<file path="src/rtl/mips_pkg.sv">
// Shared MIPS core definitions: immediate-extension mode encodings and default datapath widths.
package mips_pkg;

  localparam int DATA_W_DEF = 32;
  localparam int IMM_W_DEF  = 16;
  localparam int JMP_W_DEF  = 26;

  typedef enum logic [2:0] {
    IMM_SEXT   = 3'd0,
    IMM_ZEXT   = 3'd1,
    IMM_LUI    = 3'd2,
    IMM_BRANCH = 3'd3,
    IMM_JUMP   = 3'd4
  } imm_mode_e;

endpackage

</file>
<file path="src/rtl/imm_extend_core.sv">
// Combinational immediate mode mux: extended immediate plus control-flow and reserved-mode flags.
module imm_extend_core
  import mips_pkg::*;
#(
  parameter int DATA_W = DATA_W_DEF,
  parameter int IMM_W  = IMM_W_DEF,
  parameter int JMP_W  = JMP_W_DEF
) (
  input  logic [31:0]       instr,
  input  logic [2:0]        mode,
  output logic [DATA_W-1:0] imm,
  output logic              is_cf,
  output logic              err
);

  localparam int FIELD_W = (IMM_W > JMP_W) ? IMM_W : JMP_W;

  logic [DATA_W-1:0] sext_s;
  logic [DATA_W-1:0] zext_s;
  logic [DATA_W-1:0] jump_s;

  assign sext_s = {{(DATA_W-IMM_W){instr[IMM_W-1]}}, instr[IMM_W-1:0]};
  assign zext_s = {{(DATA_W-IMM_W){1'b0}}, instr[IMM_W-1:0]};
  assign jump_s = {{(DATA_W-JMP_W-2){1'b0}}, instr[JMP_W-1:0], 2'b00};

  // Opcode/register bits above the immediate and jump fields are not needed here.
  if (FIELD_W < 32) begin : g_unused
    logic unused_hi_s;
    assign unused_hi_s = ^instr[31:FIELD_W];
  end

  // Mode mux; LUI is the sign-extended field shifted up, which equals s({imm, 0}) since DATA_W >= 2*IMM_W.
  always_comb begin
    imm   = {DATA_W{1'b0}};
    is_cf = 1'b0;
    err   = 1'b0;
    case (mode)
      IMM_SEXT:   imm = sext_s;
      IMM_ZEXT:   imm = zext_s;
      IMM_LUI:    imm = sext_s << IMM_W;
      IMM_BRANCH: begin
        imm   = sext_s << 2;
        is_cf = 1'b1;
      end
      IMM_JUMP:   begin
        imm   = jump_s;
        is_cf = 1'b1;
      end
      default:    err = 1'b1;
    endcase
  end

endmodule

</file>
<file path="src/rtl/imm_extend_pipe.sv">
// Pipelined immediate/target generator for the IF/ID boundary, valid/ready handshake with flush.
// STAGES=1 registers the full result; STAGES=2 splits extension and target generation.
module imm_extend_pipe
  import mips_pkg::*;
#(
  parameter int DATA_W = DATA_W_DEF,
  parameter int IMM_W  = IMM_W_DEF,
  parameter int JMP_W  = JMP_W_DEF,
  parameter int STAGES = 1
) (
  input  logic              clk,
  input  logic              rst_n,
  input  logic              flush,
  input  logic              in_valid,
  output logic              in_ready,
  input  logic [31:0]       instr,
  input  logic [DATA_W-1:0] pc_plus4,
  input  logic [2:0]        mode,
  output logic              out_valid,
  input  logic              out_ready,
  output logic [DATA_W-1:0] imm_out,
  output logic [DATA_W-1:0] target_out,
  output logic              is_cf,
  output logic              err,
  output logic [15:0]       err_count
);

  if (DATA_W < 2*IMM_W || DATA_W <= JMP_W+2) begin : g_bad_width
    $error("imm_extend_pipe: DATA_W too small for IMM_W/JMP_W");
  end

  logic [DATA_W-1:0] core_imm_s;
  logic              core_cf_s;
  logic              core_err_s;
  logic              is_br_s;
  logic              is_jmp_s;
  logic              in_ready_s;
  logic              accept_s;

  logic              out_valid_r;
  logic [DATA_W-1:0] imm_r;
  logic [DATA_W-1:0] target_r;
  logic              is_cf_r;
  logic              err_r;
  logic [15:0]       err_count_r;

  imm_extend_core #(
    .DATA_W (DATA_W),
    .IMM_W  (IMM_W),
    .JMP_W  (JMP_W)
  ) u_core (
    .instr (instr),
    .mode  (mode),
    .imm   (core_imm_s),
    .is_cf (core_cf_s),
    .err   (core_err_s)
  );

  assign is_br_s  = (mode == IMM_BRANCH);
  assign is_jmp_s = (mode == IMM_JUMP);
  assign accept_s = in_valid && in_ready_s && !flush;

  function automatic logic [DATA_W-1:0] calc_target(
    input logic              br,
    input logic              jmp,
    input logic [DATA_W-1:0] pc,
    input logic [DATA_W-1:0] imm,
    input logic [JMP_W-1:0]  idx
  );
    logic [DATA_W-1:0] t;
    if (br) begin
      t = pc + imm;
    end else if (jmp) begin
      t = {pc[DATA_W-1:JMP_W+2], idx, 2'b00};
    end else begin
      t = {DATA_W{1'b0}};
    end
    return t;
  endfunction

  if (STAGES == 1) begin : g_one
    assign in_ready_s = !out_valid_r || out_ready;

    // Single output register: flush beats everything, otherwise load whenever the slot frees up.
    always_ff @(posedge clk or negedge rst_n) begin
      if (!rst_n) begin
        out_valid_r <= 1'b0;
        imm_r       <= {DATA_W{1'b0}};
        target_r    <= {DATA_W{1'b0}};
        is_cf_r     <= 1'b0;
        err_r       <= 1'b0;
      end else if (flush) begin
        out_valid_r <= 1'b0;
      end else if (in_ready_s) begin
        out_valid_r <= in_valid;
        if (in_valid) begin
          imm_r    <= core_imm_s;
          target_r <= calc_target(is_br_s, is_jmp_s, pc_plus4, core_imm_s, instr[JMP_W-1:0]);
          is_cf_r  <= core_cf_s;
          err_r    <= core_err_s;
        end
      end
    end
  end else if (STAGES == 2) begin : g_two
    logic              v1_r;
    logic [DATA_W-1:0] imm1_r;
    logic [DATA_W-1:0] pc1_r;
    logic [JMP_W-1:0]  jidx1_r;
    logic              cf1_r;
    logic              err1_r;
    logic              br1_r;
    logic              jmp1_r;
    logic              ready2_s;

    assign ready2_s   = !out_valid_r || out_ready;
    assign in_ready_s = !v1_r || ready2_s;

    // Stage 1: extended immediate, mode flags, PC+4 and jump index.
    always_ff @(posedge clk or negedge rst_n) begin
      if (!rst_n) begin
        v1_r    <= 1'b0;
        imm1_r  <= {DATA_W{1'b0}};
        pc1_r   <= {DATA_W{1'b0}};
        jidx1_r <= {JMP_W{1'b0}};
        cf1_r   <= 1'b0;
        err1_r  <= 1'b0;
        br1_r   <= 1'b0;
        jmp1_r  <= 1'b0;
      end else if (flush) begin
        v1_r <= 1'b0;
      end else if (in_ready_s) begin
        v1_r <= in_valid;
        if (in_valid) begin
          imm1_r  <= core_imm_s;
          pc1_r   <= pc_plus4;
          jidx1_r <= instr[JMP_W-1:0];
          cf1_r   <= core_cf_s;
          err1_r  <= core_err_s;
          br1_r   <= is_br_s;
          jmp1_r  <= is_jmp_s;
        end
      end
    end

    // Stage 2: target add / jump concatenation into the output register.
    always_ff @(posedge clk or negedge rst_n) begin
      if (!rst_n) begin
        out_valid_r <= 1'b0;
        imm_r       <= {DATA_W{1'b0}};
        target_r    <= {DATA_W{1'b0}};
        is_cf_r     <= 1'b0;
        err_r       <= 1'b0;
      end else if (flush) begin
        out_valid_r <= 1'b0;
      end else if (ready2_s) begin
        out_valid_r <= v1_r;
        if (v1_r) begin
          imm_r    <= imm1_r;
          target_r <= calc_target(br1_r, jmp1_r, pc1_r, imm1_r, jidx1_r);
          is_cf_r  <= cf1_r;
          err_r    <= err1_r;
        end
      end
    end
  end else begin : g_bad_stages
    $error("imm_extend_pipe: STAGES must be 1 or 2");
  end

  // Saturating count of reserved-mode entries at the moment they are accepted.
  always_ff @(posedge clk or negedge rst_n) begin
    if (!rst_n) begin
      err_count_r <= 16'h0000;
    end else if (accept_s && core_err_s && (err_count_r != 16'hFFFF)) begin
      err_count_r <= err_count_r + 16'h0001;
    end
  end

  assign in_ready   = in_ready_s;
  assign out_valid  = out_valid_r;
  assign imm_out    = imm_r;
  assign target_out = target_r;
  assign is_cf      = is_cf_r;
  assign err        = err_r;
  assign err_count  = err_count_r;

endmodule
</file>
<file path="config.mk">
export PLATFORM = sky130hd
export DESIGN_NAME = imm_extend_pipe
export DESIGN_NICKNAME = d
export VERILOG_FILES = /design/src/rtl/mips_pkg.sv /design/src/rtl/imm_extend_core.sv /design/src/rtl/imm_extend_pipe.sv
export SDC_FILE = /design/constraint.sdc
export NUM_CORES = 1
export LEC_CHECK = 0
export CAP_MARGIN = 25
export CORE_ASPECT_RATIO = 1.4
export CORE_MARGIN = 3
export CORE_UTILIZATION = 49
export DETAILED_ROUTE_END_ITERATION = 16
export GPL_ROUTABILITY_DRIVEN = 0
export MAX_ROUTING_LAYER = met4
export PLACE_DENSITY = 0.79
export SYNTH_ARGS = -nofsm -noshare
export SYNTH_HDL_FRONTEND = slang
export SYNTH_SLANG_ARGS = --single-unit
</file>
<file path="constraint.sdc">
create_clock -name clk -period 2.1 [get_ports clk]
set_input_delay 0.42 -clock clk [delete_from_list [all_inputs] [get_ports clk]]
set_output_delay 0.42 -clock clk [all_outputs]
set_load 0.005 [all_outputs]
</file>
==> results of run 1 <==
-- stage by stage --
stage | util (%) | hold slack, ns | instances | setup TNS (ns) | setup slack [ns]
CTS | 88.7 | 0.0345 | 1115 | -10.91 | -0.580
detailed placement | 77.5 | 0.410 | 1057 | -49.75 | -1.83
global placement | 77.5 | 0.403 | 1057 | -46.68 | -1.78
floorplan | - | 0.124 | 659 | -12.55 | -0.655
-- logic make-up after synthesis --
kind of cell | synth area share, %
fa+ha+maj | 7.40
xor+xnor | 6.01
compound gates | 24.4
buf+inv | 3.06
simple gates | 21.5
mux | 1.12
flops | 36.6
-- metal layers --
metal,GRT usage [%],GRT overflow
met1,67.3,0
met2,93.7,90
met4,74.4,55
met3,41.3,1
met5,-,-
-- timing repair --
item                       4_1_cts
gates resized for setup        162
setup buffers                   45
cloned                           2
pin swaps                       86
setup endpoints to repair       44
==> reports/results.txt, run 1 <==
The number of standard-cell rows in the floorplan is 45. The clock sink count came out at 83. From left edge to right edge, the die measures 97.0 um. Flip-flop cell with the highest count after synthesis: sky130_fd_sc_hd__dfrtp_1. Sequential cells were found to cover 36.6% of the synthesized design area. Of all flip-flops after synthesis, the portion carrying an async set or reset was 100%.

The floorplan step set the die height to 133 um. When the netlist entered floorplanning its net count stood at 764. The tools report the synthesized instance count as 659. The total overflow left after global routing is 146. The worst endpoint kind after the last repair was a register input. CTS buffer count: 9. The average cell area after synthesis was 8.62 um2; the mapped cell area was 5680 um2. In this run the count of I/O pins placed on the die edge is 156. Sorting the synthesized cells by how often they occur yields 134 x sky130_fd_sc_hd__nand2_1, 83 x sky130_fd_sc_hd__dfrtp_1, 59 x sky130_fd_sc_hd__nor2_1. The unique cell type count in the Yosys netlist was 69. After legalization and detailed placement, the total HPWL measured 16900 um. The critical endpoint after global-route timing repair is target_out[25]$_DFFE_PN0P_/D. The tools report the number of buffers inserted for hold repair after clock tree synthesis as 0. The cell taking the most area after synthesis is sky130_fd_sc_hd__dfrtp_1. The stage at which the flow ended is global routing. The tool reported: "[ERROR GRT-0232] Routing congestion too high. Check the congestion heatmap in the GUI". In the global route stage, overall resource usage came out at 70.5%. Synthesis inferred 83 register bits. The most frequently used cell type in the post-synthesis netlist was sky130_fd_sc_hd__nand2_1. The deepest level of the CTS H-tree came out at 3.

The run stopped with a tool error. The clock passes through at most 2 buffers. In this run the tool buffered the top-level ports with 149 buffer cells. The tools report the placed cell area as 8600 um2. Yosys mapped a number of flops with a built-in enable equal to 0. Entering global routing, the biggest net connects 48 pins. The initial utilization of the core area, before any placement, comes to 51.2%. Yosys attributes the largest share of cell area to sky130_fd_sc_hd__dfrtp_1 37%, sky130_fd_sc_hd__nand2_1 8.9%, sky130_fd_sc_hd__ha_1 7.0%.

The tree is rooted in a sky130_fd_sc_hd__clkbuf_16. The share of synthesized area in the top cell type comes to 36.6%. For this run, the number of Yosys warnings is 0.
==> run 2, diff against run 1 <==
--- a/config.mk
+++ b/config.mk
@@ -6,13 +6,11 @@
 export NUM_CORES = 1
 export LEC_CHECK = 0
 export CAP_MARGIN = 25
-export CORE_ASPECT_RATIO = 1.4
 export CORE_MARGIN = 3
-export CORE_UTILIZATION = 49
+export CORE_UTILIZATION = 35
 export DETAILED_ROUTE_END_ITERATION = 16
 export GPL_ROUTABILITY_DRIVEN = 0
-export MAX_ROUTING_LAYER = met4
-export PLACE_DENSITY = 0.79
+export PLACE_DENSITY_LB_ADDON = 0.15
 export SYNTH_ARGS = -nofsm -noshare
 export SYNTH_HDL_FRONTEND = slang
 export SYNTH_SLANG_ARGS = --single-unit
==> run 2 against run 1 <==
Against the previous run:
- the flow now finishes, with violations (setup timing)
- synthesized area unchanged
- synthesized cell count is the same
==> reports/results.txt, run 2 <==
The count of antenna diodes in the layout was 0; the x dimension of the die was 133 um (+38%). Floorplan core area: 15500 um2. The Yosys warning count was 0 (unchanged); the proportion of netlist area held by the largest area contributor was 36.6% (unchanged). The boundary pin count is 156 (unchanged).

Summed over all cells, the static leakage comes to 0.00472 uW. On the worst path, the slowest cell contributes a delay of 0.36 ns. The tools report the overall overflow remaining after global route as 0.

The mapped cell area came out at 5680 um2 (unchanged). The final HPWL from detailed placement was 17000 um (+0.24%); the number of vias per cell after detailed routing was 5.58. The final hold violation count was 0. The first global-routing pass estimated 36600 um of wire.

Traced cell by cell, the critical path runs through buf_8, buf_6, nand2b_4, buf_6, nor2_4, buf_6, a221o_1, ha_4, a21oi_2, o31a_1, a311o_1, nor3_2, a21oi_2, xor2_1, o21ai_1. TritonCTS built the clock tree. The tools report the library cell used as clock root buffer as sky130_fd_sc_hd__clkbuf_16. Setup violations remaining at the end of the flow were counted as 28. The shortest period the worst path allows was 2.81 ns; the residual DRC count was 0. For the final routed database, the setup TNS stands at -13.06 ns. Synthesized instance count: 659 (unchanged). Source-to-sink clock delay at the later pin of the worst-skew pair: 0.36 ns.

The path class of the tightest hold or removal check is in -> async. For the max-slew violation total from the final report, the log shows 0. The worst setup path is captured at a flop. The run gives 1115 as the total number of nets in the final design. The number of enable flip-flop cells after synthesis came out at 0 (unchanged).

The die covers 17800 um2. The total via count in the routed design was 6844; the initial standard-cell utilization of the core was 36.6% (-15 points). In this run the power density over the cells is 592 nW/um2. In this run the power spent charging and discharging nets is 2160 uW. The number of port buffers was 149 (unchanged).

The final cell area excluding filler cells came out at 10700 um2. Setup repair after global routing could not meet its margin everywhere. The worst setup slack after layout is -0.711 ns, and the initial detailed-routing violation count is 652. Overall routing resource usage: 26.0%. The routed design uses 11400 um of met2 wire.

For the CTS buffer count, the log shows 9 (unchanged). The sequential area share after synthesis is 36.6% (unchanged), and the total wire length is 24800 um. The number of placed cells counting well taps is 1143 (+8.1%), and the transition time of the tightest slew-check pin is 0.411 ns.

For the number of standard-cell rows in the floorplan, the log shows 45 (unchanged). The tools report the maximum vdd drop as 0.581 mV. The number of nets in the synthesized netlist was 764 (unchanged).

The uppermost signal routing layer after detailed routing is met4. The number of flip-flops and latches in the synthesized netlist works out to 83 (unchanged). The placed cell area was 8780 um2 (+2.1%). sky130_fd_sc_hd__nand2_1 is the most common cell in the netlist. The run gives 45 as the largest net degree at the start of global routing. The tools report the number of standard cells in the layout, taps in and fillers out as 1226. The run finished, with violations left. The internal power of the cells totals 4140 uW.

At the worst endpoint, the arrival time is 3.09 ns. The top cell types in the final layout, fill and taps aside, are 186 x sky130_fd_sc_hd__buf_4, 131 x sky130_fd_sc_hd__clkdlybuf4s50_1, 123 x sky130_fd_sc_hd__nand2_1. The maximum fanout count along the critical path works out to 6.

The unique cell type count in the Yosys netlist came out at 69 (unchanged). By count the netlist is led by 134 x sky130_fd_sc_hd__nand2_1, 83 x sky130_fd_sc_hd__dfrtp_1, 59 x sky130_fd_sc_hd__nor2_1. Of the total power, registers draw 31.2%.

Share of total power consumed by net switching: 34.3%. The proportion of power drawn by combinational gates was 44.4%; the clock skew was 0.00841 ns. Of the total power, the clock network draws 24.4%. Compared with the post-synthesis result, the final layout area differs by 87.4%.

The tools report the clock sink count as 83 (unchanged). Across the run, the number of max-cap violations was 0. After filler insertion, the fill cell instance count of the layout stands at 1163. Timing would allow up to 356 MHz.

In the final routed layout, each cell accounts on average for 20.2 um. Yosys attributes the largest share of cell area to sky130_fd_sc_hd__dfrtp_1 37%, sky130_fd_sc_hd__nand2_1 8.9%, sky130_fd_sc_hd__ha_1 7.0%. The tools report the worst-case setup slack after placement as -1.74 ns (+0.0819 ns).

Type of origin of the critical path: an input pin. The flip-flop cell with the highest count after synthesis is sky130_fd_sc_hd__dfrtp_1. The run gives 2150 um as the wire length on met3.

The kind of critical path is in -> reg. The checks that failed: setup timing. After clock tree synthesis, the clock-pin slew on the worst setup and hold paths is 0.06 ns.

Before antenna repair, the detailed router went through 5 iterations. The tools report the worst-case clock buffer depth as 2 (unchanged). In the final layout, the share of cells above drive strength 1 is 41.7%.

Leaving out fill and tap cells, the most frequent cell in the layout is sky130_fd_sc_hd__buf_4. The worst pin sits at a relative slew slack of 72.6%. The average cell area after synthesis is 8.62 um2 (unchanged). The most critical setup path has its startpoint at mode[1]. The count of nets left with antenna violations after detail routing was 0; the final critical-path share of the clock period was 134%. The slowest stage of the critical path is the sky130_fd_sc_hd__a221o_1 cell. sky130_fd_sc_hd__dfrtp_1 takes more of the synthesized area than any other cell. The deepest level of the CTS H-tree was 3 (unchanged). The async set or reset register ratio after synthesis is 100% (unchanged), and the routed length on met1 is 10400 um. Height of the die: 133 um (unchanged). Start of the worst register-to-register path: out_valid$_DFFE_PN0P_.

The initial antenna violation count came out at 0. The most frequent cell on the critical path is sky130_fd_sc_hd__buf_6. Data on the critical path is required at its endpoint by 2.37 ns. Number of global-route vias before repair: 6751.
-- run 2: cell counts after synthesis --
Identical to the previous run, type by type.
-- run 2: layout make-up --
type                            count  area (um2)  area share [%]
Clock buffer                       10         229            2.15
Clock inverter                      6        48.8           0.458
Inverter                           14        57.6           0.540
Multi-Input combinational cell    535        4670            43.8
Sequential cell                    83        2080            19.5
Tap cell                          211         264            2.48
Timing Repair Buffer              367        3310            31.0
-- run 2: logic make-up after synthesis --
logic type	Yosys count	synth area share, %
compound gates	192	24.4
xor+xnor	39	6.01
fa+ha+maj	33	7.40
buf+inv	43	3.06
flops	83	36.6
mux	6	1.12
simple gates	263	21.5
-- run 2: layer usage --
metal  up-vias  GRT usage [%]
li1       3096              -
met1      3270           35.6
met4         0           7.89
met2       392           40.8
met3        86           6.38
met5         -              0
-- run 2: worst max-delay path, delay by kind of cell --
kind | cells | cell delay [ns]
AOI/OAI and AO/OA | 6 | 1.31
buffers and inverters | 4 | 0.46
and+or+nand+nor | 3 | 0.37
adders and majority gates | 1 | 0.34
xor gates and xnor gates | 1 | 0.17
-- run 2: final timing paths --
| kind | to | slack, ns | cells past startpoint |
|---|---|---|---|
| worst max-delay path | target_out[31]$_DFFE_PN0P_ | -0.71 | 15 |
| worst min-delay path | out_valid$_DFFE_PN0P_ | 0.44 | 2 |
| worst max register to register | err_count[11]$_DFFE_PN0P_ | 0.28 | 8 |
| worst min register to register | imm_out[3]$_DFFE_PN0P_ | 0.48 | 2 |
| max in group asynchronous | imm_out[6]$_DFFE_PN0P_ | 1.02 | 3 |
| min in group clk | imm_out[3]$_DFFE_PN0P_ | 0.48 | 2 |
-- run 2: repair_timing --
item / CTS / global route
hold endpoints to repair: 7 / 0
hold buffers: 1 / 0
setup endpoints to repair: 36 / 28
gates cloned: 3 / 0
buffers inserted: 47 / 23
gates resized for setup: 162 / 79
pin swaps: 94 / 73
-- run 2: stage by stage --
stage	power (uW)	util, %	hold WS (ns)
2_1_floorplan	2940	-	0.124
6_report	6310	68.5	0.445
4_1_cts	6070	65.2	0.444
3_5_place_dp	4160	56.5	0.263
3_3_place_gp	4120	56.5	0.265
5_1_grt	6590	68.5	0.452
-- run 2: power by group through the flow --
stage               logic [uW]  clock network [uW]  registers [uW]
detailed placement        2170                   0            2000
finish                    2800                1540            1970
global placement          2140                   0            1990
floorplan                  954                   0            1980
global route              2960                1640            2000
CTS                       2530                1570            1970
No activity file was read; power rests on OpenSTA's default activity.
==> run 3, diff against run 2 <==
--- a/config.mk
+++ b/config.mk
@@ -5,6 +5,7 @@
 export SDC_FILE = /design/constraint.sdc
 export NUM_CORES = 1
 export LEC_CHECK = 0
+export ABC_AREA = 1
 export CAP_MARGIN = 25
 export CORE_MARGIN = 3
 export CORE_UTILIZATION = 35
==> run 3 against run 2 <==
Against the previous run:
- utilization fell by 2.2 points
- worst hold slack got worse by 0.43 ns
- wire length rose by 9.7%
- sequential cell count did not move
- clock skew rose by 0.00087 ns
- non-clock buffer count rose by 20
- global-route usage fell by 0.13 points
- register-to-register slack improved by 0.14 ns
- synthesized area rose by 12%
- worst setup slack improved by 0.30 ns
- power rose by 5.6%
- the flow still finishes with violations (setup timing)
==> reports/results.txt, run 3 <==
The flow ran to the end, but the final reports show violations. The final reports fail on setup timing. The number of nets in the synthesized netlist was 1120 (+47%); the deepest level of the CTS H-tree was 3 (unchanged). Walking the worst path, the cells encountered are buf_8, buf_6, inv_6, nor2_4, inv_2, nor2_4, clkinvlp_4, o211ai_1, ha_1, nand2_2, nand2_2, nand2_1, nand2_1, inv_1, nand2_2, a21oi_2, nand2_1, nand2_1, nand3_1, a21oi_2. The power density over the cells is 572 nW/um2 (-3.4%).

Kind of critical path: in -> reg. The logs give 0 (unchanged) for the Yosys warning count and 399 MHz (+12%) for the maximum frequency from static timing analysis. The number of buffers inserted for hold repair after clock tree synthesis came out at 0 (-1). The cell that appears most often on the critical path is sky130_fd_sc_hd__nand2_1. The cell-internal power was 4360 uW (+5.1%); the synthesized instance count was 1015 (+54%). The tools report the largest net degree at the start of global routing as 54 (+20%).

The proportion of netlist area held by the largest area contributor was 32.6% (-3.9 points); the leakage power figure was 0.00591 uW (+25%). The tools report the sum of internal, switching and leakage power as 6660 uW (+5.6%). The unique cell type count in the Yosys netlist was 37 (-46%). The run gives 5 (unchanged) as the number of search-and-repair iterations in the first detailed-routing pass.

In the post-synthesis netlist, the biggest area contributors are sky130_fd_sc_hd__dfrtp_1 33%, sky130_fd_sc_hd__nand2_1 24%, sky130_fd_sc_hd__inv_1 10%. The top cell types in the final layout, fill and taps aside, are 311 x sky130_fd_sc_hd__nand2_1, 208 x sky130_fd_sc_hd__buf_4, 138 x sky130_fd_sc_hd__clkdlybuf4s50_1. TritonCTS built the clock tree. The number of global-route vias before repair came out at 7596 (+13%). The final core utilization was 66.4% (-2.2 points).

The total number of nets in the final design is 1498 (+34%), and the async set or reset register ratio after synthesis is 100% (unchanged). The logs give 69.5% (-3.1 points) for the relative max-transition margin and 30.1% (-1.1 points) for the fraction of power consumed by sequential logic. The fraction of layout cells with a size suffix above 1 was 38.2% (-3.5 points). Residual DRC count: 0 (unchanged). The run gives 0.35 ns (about the same) as the source-to-sink clock delay at the later pin of the worst-skew pair.

The clock-pin slew on the worst setup and hold paths was 0.07 ns (about the same). Mux share of post-synthesis cell area: 0% (-1.1 points). The cell with the biggest individual delay on the critical path is sky130_fd_sc_hd__o211ai_1. The tools report the maximum vdd drop as 0.401 mV (-31%). The library cell used as clock root buffer is sky130_fd_sc_hd__clkbuf_16. The min-delay analysis places its worst path in the category in -> async. The transition time of the tightest slew-check pin is 0.458 ns (+0.0471 ns). Number of port buffers: 149 (unchanged). Cell taking the most area after synthesis: sky130_fd_sc_hd__dfrtp_1.

The final critical-path share of the clock period is 119% (-14 points). The final hold violation count is 0 (unchanged), and the overall overflow remaining after global route is 0 (unchanged). The tools report the max-slew violation total from the final report as 0 (unchanged).

The mapped cell area was 6370 um2 (+12%); the worst stage delay on the critical path was 0.36 ns (about the same). Boundary pin count: 156 (unchanged). Global-route wire length before repair: 40600 um (+11%). The logs give 1 (+1) for the initial antenna violation count and 43.6% (-0.8 points) for the proportion of power drawn by combinational gates. For the count of maximum capacitance violations, the log shows 0 (unchanged). The number of vias per cell after detailed routing is 5.00 (-11%), and the compound-gate portion of the synthesized area is 9.53% (-15 points).

The number of enable flip-flop cells after synthesis came out at 0 (unchanged). The floorplan core area came out at 17500 um2 (+13%). Clock sink count: 83 (unchanged). The number of flip-flops and latches in the synthesized netlist was 83 (unchanged); the total wire length was 27200 um (+9.7%). The maximum fanout count along the critical path works out to 6 (unchanged). The x dimension of the die is 141 um (+5.6%), and the clock skew is 0.00928 ns (+0.000872 ns).

The number of standard-cell rows in the floorplan is 48 (+6.7%). The growth of design area from synthesis to finish works out to 82.7%. Xor/xnor cell area share of the yosys netlist: 2.34% (-3.7 points).

The average cell area after synthesis works out to 6.27 um2 (-27%). The initial standard-cell utilization of the core was 36.3% (-0.25 points); the shortest period the worst path allows was 2.51 ns (-0.304 ns). The dominant combinational cell family by area after synthesis was simple AND/OR/NAND/NOR gates.

For the worst-case clock buffer depth, the log shows 2 (unchanged). The tools report the sequential area share after synthesis as 32.6% (-3.9 points). The die area is 19800 um2 (+12%). The worst setup path is launched from an input pin. The total via count in the routed design was 8107 (+18%).

The commonest cells after synthesis are 401 x sky130_fd_sc_hd__nand2_1, 173 x sky130_fd_sc_hd__inv_1, 89 x sky130_fd_sc_hd__nor2_1. The share of total power consumed by net switching came out at 34.6% (+0.28 points). The clock network power share was 26.3% (+1.9 points); the adder and majority cell fraction of the synthesized area was 6.60% (-0.80 points). The post-synthesis simple-gate area fraction was 37.0% (+15 points). For the arrival time at the worst endpoint, the log shows 2.80 ns (-0.29 ns).

STA classifies the critical path endpoint as a flop. Setup repair after global routing could not meet its margin everywhere. The final HPWL from detailed placement was 19300 um (+14%); the setup-violating endpoint count in the final report was 30 (+7.1%). The tools report the required time of the worst setup path as 2.39 ns (+0.02 ns). The wire length per cell was 16.8 um (-17%).

Among all flip-flop cells after synthesis, the most frequent one is sky130_fd_sc_hd__dfrtp_1. The tools report the worst setup slack after layout as -0.407 ns (+0.304 ns). The most frequently used cell type in the post-synthesis netlist is sky130_fd_sc_hd__nand2_1.

The count of nets left with antenna violations after detail routing was 0 (unchanged); the reported net switching power was 2300 uW (+6.5%). Leaving out fill and tap cells, the most frequent cell in the layout is sky130_fd_sc_hd__nand2_1. The run gives 501 (-23%) as the initial detailed-routing violation count.

The height of the die is 141 um (+5.6%), and the CTS buffer count is 9 (unchanged). The overall routing resource usage is 25.9% (-0.13 points).
run 3: cell types whose count changed in the layout (fill, tap and decap cells not counted), moves of 12 or more:
cell | previous run | this run
sky130_fd_sc_hd__a21oi_1 | 21 | 9
sky130_fd_sc_hd__a21oi_2 | 11 | 32
sky130_fd_sc_hd__buf_4 | 186 | 208
sky130_fd_sc_hd__ha_4 | 27 | 14
sky130_fd_sc_hd__inv_1 | 7 | 133
sky130_fd_sc_hd__inv_2 | 5 | 36
sky130_fd_sc_hd__nand2_1 | 123 | 311
sky130_fd_sc_hd__nand2_2 | 4 | 77
sky130_fd_sc_hd__nand3_1 | 10 | 30
sky130_fd_sc_hd__nand3_2 | 1 | 18
sky130_fd_sc_hd__nor2_2 | 2 | 14
sky130_fd_sc_hd__o22ai_4 | 0 | 13
sky130_fd_sc_hd__xnor2_1 | 21 | 4
run 3: worst paths after layout:
check,start,end,slack (ns),cells past startpoint
min in group clk,instr[1],target_out[3]$_DFFE_PN0P_,0.41,3
hold / removal,rst_n,out_valid$_DFFE_PN0P_,0.02,1
setup / recovery,mode[1],target_out[30]$_DFFE_PN0P_,-0.41,20
hold reg to reg,imm_out[3]$_DFFE_PN0P_,imm_out[3]$_DFFE_PN0P_,0.48,2
setup reg to reg,err_count[0]$_DFFE_PN0P_,err_count[14]$_DFFE_PN0P_,0.42,8
max in group asynchronous,rst_n,target_out[18]$_DFFE_PN0P_,1.42,2
run 3: area by class of cell:
type	instances	area [um2]
diodes	1	2.50
clock buffers	9	225
clock inverters	6	90.1
fillers	1455	5900
inverters	176	693
multi-input cells	734	4780
flip-flops and latches	83	2080
well taps	225	282
repair buffers	387	3480
repair inverters	2	15.0
run 3: critical path: cells and delay by family:
kind                     cells  cell delay [ns]
AO/OA/AOI/OAI                3             0.63
adder cells (fa/ha/maj)      1             0.35
buffers and inverters        6             0.54
AND/OR/NAND/NOR             10             0.84
run 3: routing by layer:
metal	GRT usage [%]	routed length, um	up-vias	part of all wire [%]
met1	35.3	11700	3802	43
li1	-	-	3918	-
met2	42.3	12800	320	47
met5	0	0	-	0
met3	3.09	1720	67	6.3
met4	9.28	1050	0	3.9
run 3: repair_timing:
action	CTS	global route
pin swaps	92	83
setup buffers	60	28
resized for setup	242	109
endpoints found under the hold margin	0	0
endpoints found under the setup margin	31	31
gates cloned	2	0
run 3: power by group through the flow:
stage               registers, uW  clock network (uW)  logic, uW
detailed placement           2030                   0       2180
CTS                          2000                1760       2640
finish                       2000                1750       2900
global placement             2030                   0       2170
floorplan                    2010                   0        942
global route                 2030                1830       3140
run 3: kinds of logic after synthesis:
group / after synthesis
compound gates: 107
flops: 83
simple gates: 577
fa+ha+maj: 33
xor+xnor: 17
buf+inv: 198
run 3: per-stage QoR:
| stage | worst slack (ns) | cell area, um2 | hold slack [ns] | setup TNS (ns) | cells |
|---|---|---|---|---|---|
| final | -0.407 | 11600 | 0.0183 | -8.46 | 1623 |
| after global routing | -0.584 | 11600 | 0.0425 | -12.14 | 1623 |
| after CTS | -0.298 | 11000 | 0.0347 | -5.65 | 1594 |
| after detailed placement | -1.27 | 9400 | 0.400 | -35.48 | 1517 |
| after global placement | -1.20 | 9400 | 0.396 | -34.27 | 1517 |
| after floorplan | -0.115 | 6570 | 0.124 | -1.96 | 1015 |
==> RTL edit: new RTL, flow settings as in run 2 <==
Make the reset (`rst_n`) synchronous in 4 clocked blocks.
--- a/src/rtl/imm_extend_pipe.sv
+++ b/src/rtl/imm_extend_pipe.sv
@@ -82,7 +82,7 @@
     assign in_ready_s = !out_valid_r || out_ready;
 
     // Single output register: flush beats everything, otherwise load whenever the slot frees up.
-    always_ff @(posedge clk or negedge rst_n) begin
+    always_ff @(posedge clk) begin
       if (!rst_n) begin
         out_valid_r <= 1'b0;
         imm_r       <= {DATA_W{1'b0}};
@@ -116,7 +116,7 @@
     assign in_ready_s = !v1_r || ready2_s;
 
     // Stage 1: extended immediate, mode flags, PC+4 and jump index.
-    always_ff @(posedge clk or negedge rst_n) begin
+    always_ff @(posedge clk) begin
       if (!rst_n) begin
         v1_r    <= 1'b0;
         imm1_r  <= {DATA_W{1'b0}};
@@ -143,7 +143,7 @@
     end
 
     // Stage 2: target add / jump concatenation into the output register.
-    always_ff @(posedge clk or negedge rst_n) begin
+    always_ff @(posedge clk) begin
       if (!rst_n) begin
         out_valid_r <= 1'b0;
         imm_r       <= {DATA_W{1'b0}};
@@ -167,7 +167,7 @@
   end
 
   // Saturating count of reserved-mode entries at the moment they are accepted.
-  always_ff @(posedge clk or negedge rst_n) begin
+  always_ff @(posedge clk) begin
     if (!rst_n) begin
       err_count_r <= 16'h0000;
     end else if (accept_s && core_err_s && (err_count_r != 16'hFFFF)) begin
Function: differs if rst_n is asserted again (counterexample within 4 cycles, from zero or initial values and one cycle with rst_n low); with rst_n held inactive, the same outputs for 4 cycles.
==> RTL edit against run 2 <==
- the flow still finishes with violations (setup timing)
- design area is 4.0% higher
- global-route usage increased by 1.9 points
- setup slack better by 4.3 ps
- routed wire length grew 11%
- register-to-register slack lost 150 ps
- total power down 10%
- area after synthesis decreased by 2.6%
- sequential cell count is the same
- largest power group unchanged
- highest routed layer unchanged
==> RTL edit: results (changes against run 2) <==
status = finished, violations left
violated checks = setup timing
share of layout cells above drive strength 1 = 0.442 (+0.0250)
FFs w/ async S/R, synth = 0 (-1.00)
FF-to-FF setup slack = 130 ps (-150 ps)
Reg2Reg Capture Point = err_count[5]
static leakage = 4.54 nW (-3.8%)
hpwl dp = 17,900 um (+5.3%)
syn_nets = 843 (+10%)
multiplexer share of the synthesized area = 0.0131 (+0.00188)
Non-Filler Instances = 1,336 (+9.0%)
Setup TNS Final = -14,050 ps (-986 ps)
largest net degree at the start of global routing = 47 (+4.4%)
All-Layer GR Usage = 0.279 (+0.0189)
vias in the first global route = 7,489 (+11%)
Critical R2R Launch = err_count[11]
first-pass GRT wire length = 38,800 um (+6.0%)
post-synth cell types = 72 (+4.3%)
synth top area cells = dfxtp_1, ha_1, nand2_1
starting DRC count in detailed routing = 534 (-18%)
maximum cell stage delay along the critical path = 500 ps (+140 ps)
relative slew slack = 0.731 (+0.00482)
post-synthesis compound-gate area fraction = 0.288 (+0.0440)
xor and xnor area share after synthesis = 0.0475 (-0.0127)
Post-synth top cells = nand2_1, nor2_1, dfxtp_1
via count = 7,607 (+11%)
Slowest-stage cell, CP = or4_4
Placed Cells = 1,243 (+8.7%)
crit path to = target_out[31]
Final WS setup = -707 ps (+4.25 ps)
Hold WC Path Type = register to register
Post-synth top flop = dfxtp_1
DP Worst Slack = -1610 ps (+135 ps)
critical path's top delay family = simple AND/OR/NAND/NOR gates
clk_skew = 8.13 ps (-0.274 ps)
final setup fails = 28 (unchanged)
## RTL edit: cell types whose count changed after synthesis, sizes merged, moves of 11 or more
| cell | change |
|---|---|
| dfxtp | +83 |
| a21oi | +33 |
| clkbuf | +11 |
| nor3 | +23 |
| nor2 | +26 |
| nand2 | -27 |
| o21ai | +28 |
| a22o | -13 |
| dfrtp | -83 |
## RTL edit: repair_timing
item	in CTS	in global routing
cloned	4	1
buffers inserted	48	29
pin swaps	128	100
resized for setup	198	131
endpoints found under the setup margin	34	33
endpoints found under the hold margin	0	0
## RTL edit: cells by family after synthesis
logic type | Yosys count
and+or+nand+nor | 286
AOI/OAI and AO/OA | 243
DFF | 83
buffers and inverters | 56
adders and majority gates | 33
xor gates and xnor gates | 30
muxes | 7
## RTL edit: cell type report
type,instances,area (sq um)
repair buffers,414,3810
fillers,1032,4240
multi-input cells,600,5020
clock buffers,11,243
flip-flops and latches,83,1660
well taps,211,264
inverters,13,56.3
clock inverters,4,27.5
## RTL edit: how the worst min path moves through the flow
stage	start	to	cells after the start	slack (ps)
floorplan	target_out[0]	target_out[0]	2	450
global placement	imm_out[13]	imm_out[13]	2	450
detailed placement	imm_out[30]	imm_out[30]	2	450
CTS	imm_out[30]	imm_out[30]	2	460
global route	imm_out[7]	imm_out[7]	2	480
finish	imm_out[30]	imm_out[30]	2	460
## RTL edit: where the power goes
part           total, W  switching, W  leakage, nW  internal [W]
registers       0.00168     0.0000389        0.677       0.00164
clock network   0.00151      0.000683        0.124      0.000825
logic           0.00247       0.00118         3.74       0.00129
## RTL edit: routing by layer
metal  vias up  track usage  part of all wire
met5         -            0                 0
met2       401        0.490              0.50
li1       3447            -                 -
met1      3634        0.316              0.37
met4         0        0.144             0.062
met3       125       0.0634             0.067
